==> config.mk <==
export PLATFORM = sky130hd
export DESIGN_NAME = shiftregister_5bit_transmitter
export DESIGN_NICKNAME = d
export VERILOG_FILES = /design/src/rtl/shiftregister_pkg.sv /design/src/rtl/bitcounter_mod5.sv /design/src/rtl/shiftregister_5bit_transmitter.sv
export SDC_FILE = /design/constraint.sdc
export NUM_CORES = 1
export LEC_CHECK = 0
export BUFFER_PORTS_ARGS = -buffer_cell sky130_fd_sc_hd__buf_2
export CAP_MARGIN = 20
export CORE_MARGIN = 3
export CORE_UTILIZATION = 46
export DETAILED_ROUTE_END_ITERATION = 16
export HOLD_SLACK_MARGIN = 0.05
export PLACE_DENSITY = 0.72
export SLEW_MARGIN = 20
export SYNTH_ARGS = -nofsm -noshare
export SYNTH_HDL_FRONTEND = slang
export SYNTH_SLANG_ARGS = --single-unit
==> constraint.sdc <==
create_clock -name clockpulse -period 1.4 [get_ports clockpulse]
set_input_delay 0.14 -clock clockpulse [delete_from_list [all_inputs] [get_ports clockpulse]]
set_output_delay 0.14 -clock clockpulse [all_outputs]
set_load 0.02 [all_outputs]
==> src/rtl/shiftregister_pkg.sv <==
// Shared definitions for the 5-bit serial transmitter.
//   WORD_WIDTH  : width of the parallel word being serialized
//   LAST_INDEX  : bit index of the final serialized bit
//   state_t     : transmitter FSM states (IDLE, SHIFT)
package shiftregister_pkg;

    localparam int WORD_WIDTH = 5;
    localparam logic [2:0] LAST_INDEX = 3'(WORD_WIDTH - 1);

    typedef enum logic {
        IDLE  = 1'b0,
        SHIFT = 1'b1
    } state_t;

endpackage

==> src/rtl/bitcounter_mod5.sv <==
// Bit-position counter for the serializer; counts 0..4 and saturates at 4.
// Ports:
//   clockpulse : clock, rising edge
//   clear      : synchronous active-high reset, count returns to 0
//   enable     : advance the count (ignored once the last position is reached)
//   restart    : force the count back to 0 (start of a new word)
//   count[2:0] : current bit position
//   last       : high when count sits on the final bit position
module bitcounter_mod5
    import shiftregister_pkg::*;
(
    input  logic       clockpulse,
    input  logic       clear,
    input  logic       enable,
    input  logic       restart,
    output logic [2:0] count,
    output logic       last
);

    logic [2:0] count_r;

    // Position register: clear wins, then restart, then saturating increment.
    always_ff @(posedge clockpulse) begin
        if (clear) begin
            count_r <= 3'd0;
        end else if (restart) begin
            count_r <= 3'd0;
        end else if (enable && (count_r < LAST_INDEX)) begin
            count_r <= count_r + 3'd1;
        end else begin
            count_r <= count_r;
        end
    end

    assign count = count_r;
    assign last  = (count_r == LAST_INDEX);

endmodule

==> src/rtl/shiftregister_5bit_transmitter.sv <==
// 5-bit parallel-in / serial-out transmitter, LSB first, with a ready/valid
// load handshake and a stall input. Back-to-back words stream with no gap
// when a new word is offered while the last bit of the current one leaves.
// Ports:
//   clockpulse   : clock, rising edge
//   clear        : synchronous active-high reset
//   loadValid    : parallel word on preset is offered
//   preset[4:0]  : parallel word, bit 0 sent first
//   loadReady    : combinational, a word offered now will be accepted
//   shiftEnable  : advance to the next bit when high, stall when low
//   serialOutput : registered serial data
//   serialValid  : registered, serialOutput carries a data bit
//   busy         : registered, FSM is in SHIFT
//   done         : registered one-cycle pulse after a word's last bit
//   out[4:0]     : registered shift-register contents (monitor only)
module shiftregister_5bit_transmitter
    import shiftregister_pkg::*;
#(
    parameter logic IDLE_LEVEL = 1'b0
) (
    input  logic                  clockpulse,
    input  logic                  clear,
    input  logic                  loadValid,
    input  logic [WORD_WIDTH-1:0] preset,
    output logic                  loadReady,
    input  logic                  shiftEnable,
    output logic                  serialOutput,
    output logic                  serialValid,
    output logic                  busy,
    output logic                  done,
    output logic [WORD_WIDTH-1:0] out
);

    state_t                  state_r, next_state_s;
    logic [WORD_WIDTH-1:0]   out_r, next_out_s;
    logic                    sout_r, next_sout_s;
    logic                    svalid_r, next_svalid_s;
    logic                    busy_r, next_busy_s;
    logic                    done_r, next_done_s;

    logic [2:0]              count_s;
    logic                    last_s;
    logic                    word_end_s;
    logic                    ready_s;
    logic                    accept_s;

    // The final bit of the word is leaving on this edge.
    assign word_end_s = (state_r == SHIFT) && shiftEnable && last_s;
    assign ready_s    = !clear && ((state_r == IDLE) || word_end_s);
    assign accept_s   = loadValid && ready_s;
    assign loadReady  = ready_s;

    // Counter restarts on every accepted word and when a word finishes,
    // so it is back at 0 whenever the FSM idles.
    bitcounter_mod5 u_bitcounter (
        .clockpulse (clockpulse),
        .clear      (clear),
        .enable     ((state_r == SHIFT) && shiftEnable),
        .restart    (accept_s || word_end_s),
        .count      (count_s),
        .last       (last_s)
    );

    // Next-state and next-output decode.
    always_comb begin
        next_state_s  = state_r;
        next_out_s    = out_r;
        next_sout_s   = sout_r;
        next_svalid_s = svalid_r;
        next_busy_s   = busy_r;
        next_done_s   = 1'b0;
        case (state_r)
            IDLE: begin
                if (accept_s) begin
                    next_state_s  = SHIFT;
                    next_out_s    = preset;
                    next_sout_s   = preset[0];
                    next_svalid_s = 1'b1;
                    next_busy_s   = 1'b1;
                end else begin
                    next_state_s  = IDLE;
                end
            end
            SHIFT: begin
                if (!shiftEnable) begin
                    next_state_s  = SHIFT;
                end else if (count_s < LAST_INDEX) begin
                    // Zero-fill from the top; the next bit is the current out[1].
                    next_out_s    = {1'b0, out_r[WORD_WIDTH-1:1]};
                    next_sout_s   = out_r[1];
                end else begin
                    next_done_s   = 1'b1;
                    if (accept_s) begin
                        next_state_s  = SHIFT;
                        next_out_s    = preset;
                        next_sout_s   = preset[0];
                        next_svalid_s = 1'b1;
                        next_busy_s   = 1'b1;
                    end else begin
                        next_state_s  = IDLE;
                        next_sout_s   = IDLE_LEVEL;
                        next_svalid_s = 1'b0;
                        next_busy_s   = 1'b0;
                    end
                end
            end
            default: begin
                next_state_s  = IDLE;
                next_out_s    = {WORD_WIDTH{1'b0}};
                next_sout_s   = IDLE_LEVEL;
                next_svalid_s = 1'b0;
                next_busy_s   = 1'b0;
            end
        endcase
    end

    // FSM state register.
    always_ff @(posedge clockpulse) begin
        if (clear) begin
            state_r <= IDLE;
        end else begin
            state_r <= next_state_s;
        end
    end

    // Output registers; clear discards any partial word.
    always_ff @(posedge clockpulse) begin
        if (clear) begin
            out_r    <= {WORD_WIDTH{1'b0}};
            sout_r   <= IDLE_LEVEL;
            svalid_r <= 1'b0;
            busy_r   <= 1'b0;
            done_r   <= 1'b0;
        end else begin
            out_r    <= next_out_s;
            sout_r   <= next_sout_s;
            svalid_r <= next_svalid_s;
            busy_r   <= next_busy_s;
            done_r   <= next_done_s;
        end
    end

    assign out          = out_r;
    assign serialOutput = sout_r;
    assign serialValid  = svalid_r;
    assign busy         = busy_r;
    assign done         = done_r;

endmodule

==> results.yml <==
power:
  p_clk_share_pct: 34.1
  p_per_area_nw_per_um2: 995.5
  internal_power_mw: 0.5954
  power.total_mw: 0.8457
  p_leak_nw: 0.3584
  pwr-share-seq_pct: 44.9
  peakVddDrop_v: 0.0006210
  p_sw_mw: 0.2503
  sw_frac_of_total_pct: 29.59
  share_comb_of_total_power_pct: 21.0
yosys:
  synth.top_cell.area_share_pct: 36.02
  yosysTopAreaCell: "dfxtp_1"
  ys_ff_latch: 12
  ys.warnings.count: 0
  synthTopCellsByArea: "dfxtp_1 (36%), a21oi_1 (6.8%), nor2_1 (6.2%)"
  synth_cell_types: 25
  synthesis.nets: 90
  ys_seq_area_share_pct: 36.02
  netlist_instances: 79
  synth.cell_area_sq_um: 666.9
  avgSynthCellArea_sq_um: 8.442
sta:
  hold_viol_final: 0
  skew_ps: 3.435
  timing.final.ws_setup_ps: -2.289
  rsz0062_at_grt: "yes"
  fmax_mhz: 713.1
  hold_ws_ps: 51.33
  timing.final.crit_share_pct: 100.2
  worst_pin_slew_ps: 279.0
  max_slew_margin_pct: 81.36
  setup_viol: 1
  drv_slew: 0
  period_needed_ps: 1402
  fin_tns_setup_ps: -2.289
critical_path:
  critPathArrivalTime_ps: 1260
  rr_endpoint: "out[3]"
  crit_type: "register to output pin"
  cpMaxStageDelayCell: "dfxtp_1"
  reg2reg_setup_slack_ps: 110
  path_max_fanout: 3
  cp_num_cells: 5
  critPathMaxStageDelay_ps: 330
  reg2regPathDepth: 6
  start_kind: "register"
  critPathTopFamily: "flip-flops"
  path_buf_inv: 2
  r2r_start: "u_bitcounter.count[1]"
  cp-end-kind: "output pin"
  cp.required_ps: 1260
  worstPathCellList: "inv_2 -> ha_4 -> nand3_4 -> a21oi_2 -> buf_6"
clock_network:
  cts_made_buffers: 3
  clk_pin_slew_ps: 80
  cts_tree: "yes"
  cts_buffer_depth: 2
  cts_hold_buf: 0
  cts_sinks: 12
  cts-root-buf: "clkbuf_4"
  cts_max_level: 1
  clock_latency_ps: 290
worst_hold_path:
  hp-class: "input pin to register"
  holdPathEnd: "out[2]"
  hp-start: "preset[2]"
  hold_depth: 3
drt:
  detail-route-antenna-nets: 0
  drc: 0
  drt-total-wl_um: 1621
  vias_per_cell: 5.603
  drt-initial-drc-count: 10
  vias: 650
  dr.pass1.iters: 5
  wire_per_inst_um: 13.97
run_status:
  violations: "setup timing"
  status: "finished, violations left"
place:
  portBuffers: 18
  gp_congestion: 0.8601
  dpl.hpwl_um: 1122
  place_inst: 112
cells_and_area:
  fin_cells: 116
  fillers: 119
  antenna_cells: 0
  syn_to_final_growth_pct: 27.39
  final_util_pct: 63.70
  nets: 113
  drive_above_1_share_pct: 41.58
global_route:
  first_global_vias: 567
  antenna_found_initial: 0
  grt_max_degree: 11
  grtUsageTotal_pct: 17.82
  grt_pass1_wl_um: 2497
  grt-ovfl-total: 0
floorplanning:
  row_count: 13
  die_area_sq_um: 1943
  core_sq_um: 1334
  die_h_um: 44.08
  start_util_pct: 50.00
  io_pins: 19
  die_w_um: 44.08
run:
  drv_cap: 0
[worst max-delay path by stage]
stage / from / slack (ps) / to
final: u_bitcounter.count[1] / -2 / loadReady
after global routing: u_bitcounter.count[0] / -50 / loadReady
after CTS: u_bitcounter.count[1] / 0.3 / loadReady
after detailed placement: u_bitcounter.count[1] / 10 / out[3]
after global placement: u_bitcounter.count[1] / 70 / out[1]
after floorplan: u_bitcounter.count[0] / 140 / serialOutput
[what timing repair did]
| action | CTS | global route |
|---|---|---|
| endpoints found under the setup margin | 1 | 7 |
| pin swaps | 1 | 1 |
| setup buffers | 0 | 0 |
| gates resized for setup | 4 | 7 |
| endpoints found under the hold margin | 0 | 0 |
[kinds of logic after synthesis]
logic type / share of synthesized area (%)
AO/OA/AOI/OAI: 25.70
XOR/XNOR: 1.314
adder cells (fa/ha/maj): 3.752
buffers and inverters: 9.754
flip-flops: 36.02
AND/OR/NAND/NOR: 23.45
[power by group through the flow]
stage	Combinational (mW)	Clock, mW	Sequential, mW
after global routing	0.194	0.306	0.383
final	0.178	0.288	0.380
after CTS	0.172	0.297	0.379
after floorplan	0.100	0	0.405
after global placement	0.166	0	0.387
after detailed placement	0.168	0	0.387
[placed cells by master (no fill, tap or decap), types with 3 or more instances in the layout]
cell / count
nand2_1: 9
nor2_1: 11
nor2b_1: 3
dfxtp_1: 11
o221ai_1: 3
buf_2: 17
a21oi_1: 8
clkbuf_4: 3
a31oi_1: 3
buf_4: 6
[routing by layer]
layer,routed length [um],global-route usage (%)
met1,714,21.55
met2,767,27.91
met3,103,6.098
met4,36,9.036
met5,0,0
[through the flow]
| step | worst slack, ps | cell area (sq um) |
|---|---|---|
| 6_report | -2.289 | 849.6 |
| 5_1_grt | -45.70 | 849.6 |
| 4_1_cts | 0.2939 | 823.3 |
| 3_5_place_dp | 11.02 | 770.7 |
| 3_3_place_gp | 67.78 | 770.7 |
| 2_1_floorplan | 138.6 | 666.9 |
[registers in the layout (all words and copies together), names as in the netlist]
signal and cells:
busy 1, state_r 1, serialOutput 1, done 1, u_bitcounter.count 3, out 5
[area by class of cell]
class                      count  area [sq um]  share of cell area [%]
timing repair buffer          24         141.4                   16.64
tap                           15         18.77                   2.209
sequential                    12         241.5                   28.42
inverter                       4         15.01                   1.767
multi-input combinational     57         396.6                   46.69
clock buffer                   4         36.28                   4.271
[cells in the mapped netlist]
master,number
dfxtp_1,12
nor2_1,11
a21oi_1,9
nand2_1,9
inv_1,4
a31oi_1,3
buf_4,3
nor2b_1,3
o221ai_1,3
a211oi_2,2
a32o_1,2
buf_6,2
ha_1,2
nand3_1,2
nand3_2,2
a2111oi_2,1
a21boi_1,1
a21oi_2,1
and2b_1,1
buf_2,1
nand2b_4,1
nor3_1,1
o21ai_0,1
or2_2,1
xnor2_1,1
[worst register-to-register path, stage by stage (launching register included)]
cell and delay [ps]:
dfxtp_1 330, inv_2 70, ha_4 140, nand3_4 110, a21oi_4 250, buf_4 180
o221ai_1 100
Note: power is estimated with default switching activity, not from simulation.
